==> src/rtl/twiddle_phase_gen.sv <==
// Twiddle phase generator for an R2^2SDF stage pair: tracks the sample index within
// each Np-point sub-frame and emits the negated CORDIC phase plus delayed valid/sop markers.
module twiddle_phase_gen #(
    parameter int LOG2N      = 8,
    parameter int STAGE      = 0,
    parameter int CORDIC_LAT = 18
) (
    input  logic        sys_clk,
    input  logic        sys_nrst,
    input  logic        sys_en,
    input  logic        in_valid,
    input  logic        in_sop,
    output logic [15:0] phase_out,
    output logic        phase_valid,
    output logic        tw_valid,
    output logic        tw_sop,
    output logic        busy,
    output logic        sync_err
);

    localparam int          LNP = LOG2N - 2 * STAGE;
    localparam int          SH  = 16 - LNP;
    localparam int unsigned LAT = CORDIC_LAT;
    localparam logic [LNP-1:0] K_MASK = LNP'((1 << (LNP - 2)) - 1);

    typedef enum logic {IDLE, RUN} state_t;

    state_t              state;
    logic [LNP-1:0]      cnt;
    logic [LNP-1:0]      n_idx;
    logic [LNP-1:0]      k;
    logic [LNP-1:0]      e;
    logic [1:0]          q;
    logic [15:0]         phase_nxt;
    logic                accept;
    logic                phase_sop;
    logic [LAT-1:0]      dl_valid;
    logic [LAT-1:0]      dl_sop;

    assign accept   = sys_en & in_valid;
    assign busy     = (state == RUN);
    assign tw_valid = dl_valid[LAT-1];
    assign tw_sop   = dl_sop[LAT-1];

    // A sop always restarts at index 0, so the phase is computed from 0 in that case.
    // e = k*m with m in {0,2,1,3}; 3k < Np, so e always fits in LNP bits.
    always_comb begin
        n_idx = in_sop ? '0 : cnt;
        q     = n_idx[LNP-1 -: 2];
        k     = n_idx & K_MASK;
        unique case (q)
            2'd0:    e = '0;
            2'd1:    e = k << 1;
            2'd2:    e = k;
            default: e = k + (k << 1);
        endcase
        phase_nxt = 16'd0 - (16'(e) << SH);
    end

    always_ff @(posedge sys_clk or negedge sys_nrst) begin
        if (!sys_nrst) begin
            state       <= IDLE;
            cnt         <= '0;
            phase_out   <= '0;
            phase_valid <= 1'b0;
            phase_sop   <= 1'b0;
            sync_err    <= 1'b0;
            dl_valid    <= '0;
            dl_sop      <= '0;
        end else if (sys_en) begin
            phase_valid <= 1'b0;
            phase_sop   <= 1'b0;
            dl_valid[0] <= phase_valid;
            dl_sop[0]   <= phase_valid & phase_sop;
            for (int unsigned i = 1; i < LAT; i++) begin
                dl_valid[i] <= dl_valid[i-1];
                dl_sop[i]   <= dl_sop[i-1];
            end
            if (accept) begin
                if (in_sop) begin
                    if (state == RUN && cnt != '0)
                        sync_err <= 1'b1;
                    state       <= RUN;
                    cnt         <= LNP'(1);
                    phase_out   <= phase_nxt;
                    phase_valid <= 1'b1;
                    phase_sop   <= 1'b1;
                end else if (state == RUN) begin
                    cnt         <= cnt + LNP'(1);
                    phase_out   <= phase_nxt;
                    phase_valid <= 1'b1;
                end
            end
        end
    end

endmodule
==> config.mk <==
export PLATFORM = sky130hd
export DESIGN_NAME = twiddle_phase_gen
export DESIGN_NICKNAME = d
export VERILOG_FILES = /design/src/rtl/twiddle_phase_gen.sv
export SDC_FILE = /design/constraint.sdc
export NUM_CORES = 1
export LEC_CHECK = 0
export CAP_MARGIN = 20
export CORE_MARGIN = 8
export CORE_UTILIZATION = 53
export CTS_BUF_LIST = sky130_fd_sc_hd__clkbuf_16
export CTS_CLUSTER_SIZE = 24
export DETAILED_ROUTE_END_ITERATION = 8
export PLACE_DENSITY = 0.74
export SLEW_MARGIN = 20
export SYNTH_ARGS = -nofsm -noshare
export SYNTH_HDL_FRONTEND = slang
export SYNTH_SLANG_ARGS = --single-unit
==> constraint.sdc <==
create_clock -name sys_clk -period 3.2 [get_ports sys_clk]
set_input_delay 0.96 -clock sys_clk [delete_from_list [all_inputs] [get_ports sys_clk]]
set_output_delay 0.96 -clock sys_clk [all_outputs]
set_load 0.01 [all_outputs]
==> summary.txt <==
Layout
  – Final net count: 298
  – Fin util: 0.661
  – Fin cells: 359
  – Number of diodes: 0
  – Layout cell share with drive strength beyond 1: 0.280
  – Syn-to-layout area delta: 19.8%
  – Fillers: 408

Drt
  – Remaining DRCs: 0
  – Routed vias/inst: 5.23
  – Routed wire length: 5.27 mm
  – Routed wire per std cell: 14.7 um
  – DRT iter0 DRCs: 95
  – Routed Antenna Nets: 0
  – First drt pass iteration count: 4
  – DR vias: 1876

Setup path
  – Critical Path Source: in_sop
  – Worst Path Required: 3420 ps
  – R2R Path Start: cnt[1]$_DFFE_PN0P_
  – Reg2Reg Setup Slack: 470 ps
  – Setup crit end kind: register
  – Reg-to-reg endpoint: phase_out[15]$_DFFE_PN0P_
  – Worst R2R Path Depth: 11
  – Arr. time, crit path: 3340 ps
  – Crit-path max FO: 5
  – Worst Setup Path Type: input pin to register
  – Critical path launch point type: input pin

Power
  – Psw: 0.553 mW
  – Reg power frac: 0.468
  – Clk network pwr share: 0.297
  – Power share of the combinational group: 0.235
  – IR Drop Worst-Case VDD: 0.000299 V
  – Net Sw Frac: 0.272
  – P_leak: 1.56 nW
  – Power Density: 602 nW/um^2
  – Int Pwr: 1.48 mW

Placement
  – Placed cell count: 350
  – IO buf count: 17
  – GPL Wtd Cong: 0.828
  – DP HPWL: 3.71 mm
  – Post-Place Setup Slack: -413 ps

Synth
  – Post-Synth Simple-Gate Area: 0.120
  – Post-synth top area cell: dfrtp_1
  – Synthesized flop and latch total: 56
  – Yosys warns: 0
  – Number of synthesized flops with an enable pin: 0
  – Synth Flop Type: dfrtp_1
  – Area fraction of the dominant cell type after synthesis: 0.497
  – Largest family of logic cells by synthesized area: multiplexers
  – Post-synthesis compound-gate area fraction: 0.106
  – Most common cell in the netlist: dfrtp_1
  – Synth Cell Area: 2820 sq um
  – Distinct cell type count after synthesis: 53
  – Top post-synthesis cells by area: dfrtp_1, mux2_2, nand2_1
  – Ys async rst share: 1.00
  – Post-synth top cells: dfrtp_1, mux2_2, nand2_1
  – Mapped Cells: 256
  – Post-Synthesis Mean Instance Area: 11.0 sq um
  – Sequential-to-total area share from yosys stat: 0.497
  – Post-Synth XOR/XNOR Area: 0.0280
  – Mux cell area share after synthesis: 0.167
  – Post-Synth Adder-Cell Area: 0.0222

Floorplan
  – Die Wd: 88.9 um
  – # rows: 26
  – Die Ht: 88.9 um
  – Core Area: 5110 sq um
  – # IOs: 26
  – Initial Utilization: 0.552
  – Die Area: 7910 sq um

Global route
  – Vias in the first global route: 1857
  – Largest net degree at the start of global routing: 57
  – Gr ovfl total: 0
  – Initial antenna violation count: 0
  – M1 GR Usage: 0.202
  – First-pass GRT wire length: 9.01 mm
  – Layer with the highest usage: met2
  – M2 GR Usage: 0.218
  – Grt met3 use: 0.0460
  – All-Layer GR Usage: 0.146

Timing
  – Fin crit period: 3110 ps
  – Clock Skews: 5.81 ps
  – Setup TNS: 0 ps
  – Slew HR: 0.547
  – Final setup fails: 0
  – Final worst path period share: 0.973
  – Fmax: 321 MHz
  – Slew @ Worst Pin: 679 ps
  – RSZ-0062 raised after global routing: no
  – Final WS setup: 86.0 ps
  – Final-report max-slew violation count: 0
  – Final Hold Viols: 0

Worst hold path
  – Worst hold path endpoint: phase_out[10]$_DFFE_PN0P_
  – HP Class: register to register
  – Worst hold path cell count: 2
  – Critical hold path startpoint: phase_out[10]$_DFFE_PN0P_

Clock network
  – # clock sinks: 56
  – H-Tree Depth: 2
  – Clock slew at reported path FFs: 70 ps
  – Clock root cell: clkbuf_16
  – Maximum clock path buffer count: 2
  – Num CTS Buffers: 5
  – Clk_lat worst skew: 290 ps
  – CTS tree: built

Outcome
  – Status: finished clean

Run
  – Max-Cap Viols: 0
[worst max-delay path by stage]
stage                                      to  slack (ps)  cells past startpoint
floorplan           phase_out[15]$_DFFE_PN0P_         -60                     10
global placement    phase_out[15]$_DFFE_PN0P_        -350                     10
detailed placement  phase_out[15]$_DFFE_PN0P_        -410                     11
CTS                 phase_out[15]$_DFFE_PN0P_          80                     12
global route        phase_out[15]$_DFFE_PN0P_           5                     12
finish              phase_out[15]$_DFFE_PN0P_          90                     12
[final cells by class]
| class | count | area, sq um | area share |
|---|---|---|---|
| Multi-Input combinational cell | 175 | 1340 | 0.395 |
| Clock buffer | 5 | 125 | 0.0371 |
| Clock inverter | 3 | 42.5 | 0.0126 |
| Timing Repair Buffer | 42 | 355 | 0.105 |
| Inverter | 8 | 30.0 | 0.00889 |
| Tap cell | 70 | 87.6 | 0.0259 |
| Sequential cell | 56 | 1400 | 0.415 |
[per-layer routing]
| metal | wire (um) | vias up |
|---|---|---|
| li1 | - | 936 |
| met1 | 2570 | 907 |
| met2 | 2420 | 31 |
| met3 | 272 | 2 |
| met4 | 12 | 0 |
| met5 | 0 | - |
[power by group through the flow]
stage	combinational, mW	clock [mW]	sequential (mW)
floorplan	0.348	0	0.938
global placement	0.459	0	0.957
detailed placement	0.476	0	0.966
CTS	0.481	0.617	0.953
global route	0.524	0.655	0.975
finish	0.478	0.604	0.952
[cells by family after synthesis]
group / after synthesis
compound gates: 41
xor+xnor: 9
fa+ha+maj: 5
buf+inv: 32
flops: 56
mux: 42
other cells: 1
simple gates: 70
[critical path, stage by stage]
cell           delay, ps
dlygate4sd2_1        240
buf_6                130
nor2_4               100
ha_4                 160
ha_4                 140
buf_4                120
o31ai_1               60
a221o_1              320
o211a_1              130
or3_4                370
or4b_1               520
nand3_1               90
[layout by cell type (no fill, tap or decap), types with 6 or more instances in the layout]
master | Yosys | layout
dfrtp_1 | 56 | 56
conb_1 | 1 | 8
clkdlybuf4s50_1 | 0 | 15
mux2_2 | 36 | 35
inv_1 | 8 | 9
nand2_1 | 26 | 26
o21ai_0 | 6 | 6
xor2_1 | 6 | 6
buf_4 | 8 | 24
nor2_1 | 17 | 15
[metrics by stage]
| stage | hold WS [ps] | power (mW) | instance area (sq um) |
|---|---|---|---|
| 2_1_floorplan | 449 | 1.29 | 2930 |
| 3_3_place_gp | 451 | 1.42 | 3190 |
| 3_5_place_dp | 465 | 1.44 | 3190 |
| 4_1_cts | 485 | 2.05 | 3380 |
| 5_1_grt | 498 | 2.15 | 3380 |
| 6_report | 477 | 2.03 | 3380 |
[what timing repair did]
action,CTS,global route
gates resized for setup,4,0
buffers inserted,1,0
setup endpoints to repair,2,0
hold buffers,0,0
[registers in the layout, indices dropped and copies added, names as in the netlist]
name	cells
phase_sop	1
phase_out	8
sync_err	1
phase_valid	1
busy	1
dl_sop	18
cnt	8
dl_valid	18
Power figures use the tool's default switching activity.
==> RTL edit: new RTL, same settings <==
`STAGE`: 0 -> 1.
--- a/src/rtl/twiddle_phase_gen.sv
+++ b/src/rtl/twiddle_phase_gen.sv
@@ -3,5 +3,5 @@
 module twiddle_phase_gen #(
     parameter int LOG2N      = 8,
-    parameter int STAGE      = 0,
+    parameter int STAGE      = 1,
     parameter int CORDIC_LAT = 18
 ) (
Formal check against the unedited RTL: same outputs for any inputs over 10 cycles, from zero or initial values and one cycle with sys_nrst low; that may be too few to reach the edited logic, so the function may still have changed.
==> RTL edit against the unedited design <==
Combinational power shrank 24%; design area down 16%; sequential cell count shrank 4; setup slack gained 0.38 ns; wire length down 22%; synthesized area down 10%; total power decreased by 10%.
==> RTL edit: results (changes against the unedited design) <==
| Metric | Value |
|---|---|
| Status | `finished, final reports clean` |
| Num CTS Buffers | `5 (unchanged)` |
| Layout filler cell count | `369 (-9.6%)` |
| Port buffer count | `15 (-2)` |
| Pre-CTS setup slack | `-0.240 ns (+0.173 ns)` |
| DP Area | `2680 sq um (-16%)` |
| Drt initial violations | `87 (-8.4%)` |
| Final nets | `239 (-20%)` |
| Via density | `5.38 (+3.0%)` |
| Worst skew pair latency | `0.29 ns (about the same)` |
| Slowest CP cell | `or4_1` |
| Layout cells sized above 1 | `30.9% (+2.8 points)` |
| Vias in the first global route | `1588 (-14%)` |
| GP Congestion | `0.802 (-3.2%)` |
| Synth area leaders | `dfrtp_1, mux2_2, buf_4` |
| R2r worst-path depth | `8 (-3)` |
| DP Wirelength | `2.99 mm (-20%)` |
| Leakage Power | `0.00133 uW (-15%)` |
| Power Internal | `1320 uW (-11%)` |
| XOR/XNOR share of the synthesized area | `2.08% (-0.72 points)` |
| VDD IR max | `0.000369 V (+24%)` |
| All-layer global routing usage | `12.2% (-2.4 points)` |
| Slew HR | `66.8% (+12 points)` |
| Compound-Gate Fraction of Synth Area | `7.04% (-3.6 points)` |
| Number of post-CTS setup repair buffers | `0 (-1)` |
| Htree depth | `2 (unchanged)` |
| Synth unique cells | `46 (-13%)` |
| Clk Tree Root Cell | `clkbuf_16` |
| Skew final | `0.00303 ns (-0.00279 ns)` |
| Max FO, Critical Path | `4 (-1)` |
| First-pass GRT wire length | `7.21 mm (-20%)` |
| Mux contribution to synthesized area | `16.5% (-0.19 points)` |
| Post-synth top cells | `dfrtp_1, mux2_2, nand2_1, nor2_1, buf_4` |
| Sequential fraction of the synthesis area | `51.6% (+1.8 points)` |
| Largest net degree at the start of global routing | `40 (-30%)` |
RTL edit: changes by cell type after synthesis, moves of 3 or more:
| cell | before | now |
|---|---|---|
| clkbuf_8 | 0 | 5 |
| xor2_1 | 6 | 3 |
| dfrtp_1 | 56 | 52 |
| clkbuf_1 | 8 | 3 |
| nor2_1 | 17 | 11 |
| nand2_1 | 26 | 17 |
| mux2i_1 | 5 | 0 |
| buf_2 | 4 | 0 |
| nor2b_1 | 5 | 1 |
| inv_1 | 8 | 4 |
RTL edit: what timing repair did:
item                       in CTS  in global routing
setup endpoints to repair       0                  3
hold endpoints to repair        0                  0
resized for setup               0                  2
RTL edit: worst paths after layout:
check / start / end / slack [ns]
min in group asynchronous: sys_nrst / cnt[0] / 0.62
setup / recovery: in_sop / phase_out[14] / 0.46
hold reg to reg: sync_err / sync_err / 0.48
max in group asynchronous: sys_nrst / phase_out[14] / 1.96
setup reg to reg: cnt[0] / phase_out[14] / 0.71
hold / removal: sync_err / sync_err / 0.48
RTL edit: logic make-up after synthesis:
family	after synthesis
and+or+nand+nor	56
DFF	52
xor gates and xnor gates	6
muxes	37
adders and majority gates	5
AOI/OAI and AO/OA	25
other	1
buffers and inverters	26
RTL edit: stage by stage:
step                      utilization, %  hold WS, ns
after global routing                60.6        0.487
final                               60.6        0.476
after floorplan                        -        0.455
after detailed placement            57.4        0.457
after global placement              57.4        0.456
after CTS                           60.5        0.477
RTL edit: cell type report:
class | instances | area share [%]
sequential | 52 | 46.0
multi-input combinational | 139 | 37.5
timing repair buffer | 27 | 8.41
clock buffer | 5 | 4.43
tap | 54 | 2.39
clock inverter | 3 | 0.753
inverter | 4 | 0.531
RTL edit: routing by layer:
layer,track usage (%),vias to the layer above,part of all wire [%]
met5,0,-,0
met1,15.2,746,48
li1,-,750,-
met3,2.80,4,3.5
met4,5.34,0,1.2
met2,19.8,28,47
RTL edit: power by group through the flow:
stage	Sequential, uW	Clock, uW	Combinational (uW)
floorplan	896	0	328
global placement	944	0	353
detailed placement	953	0	365
CTS	942	539	365
global route	968	565	403
finish	939	527	361
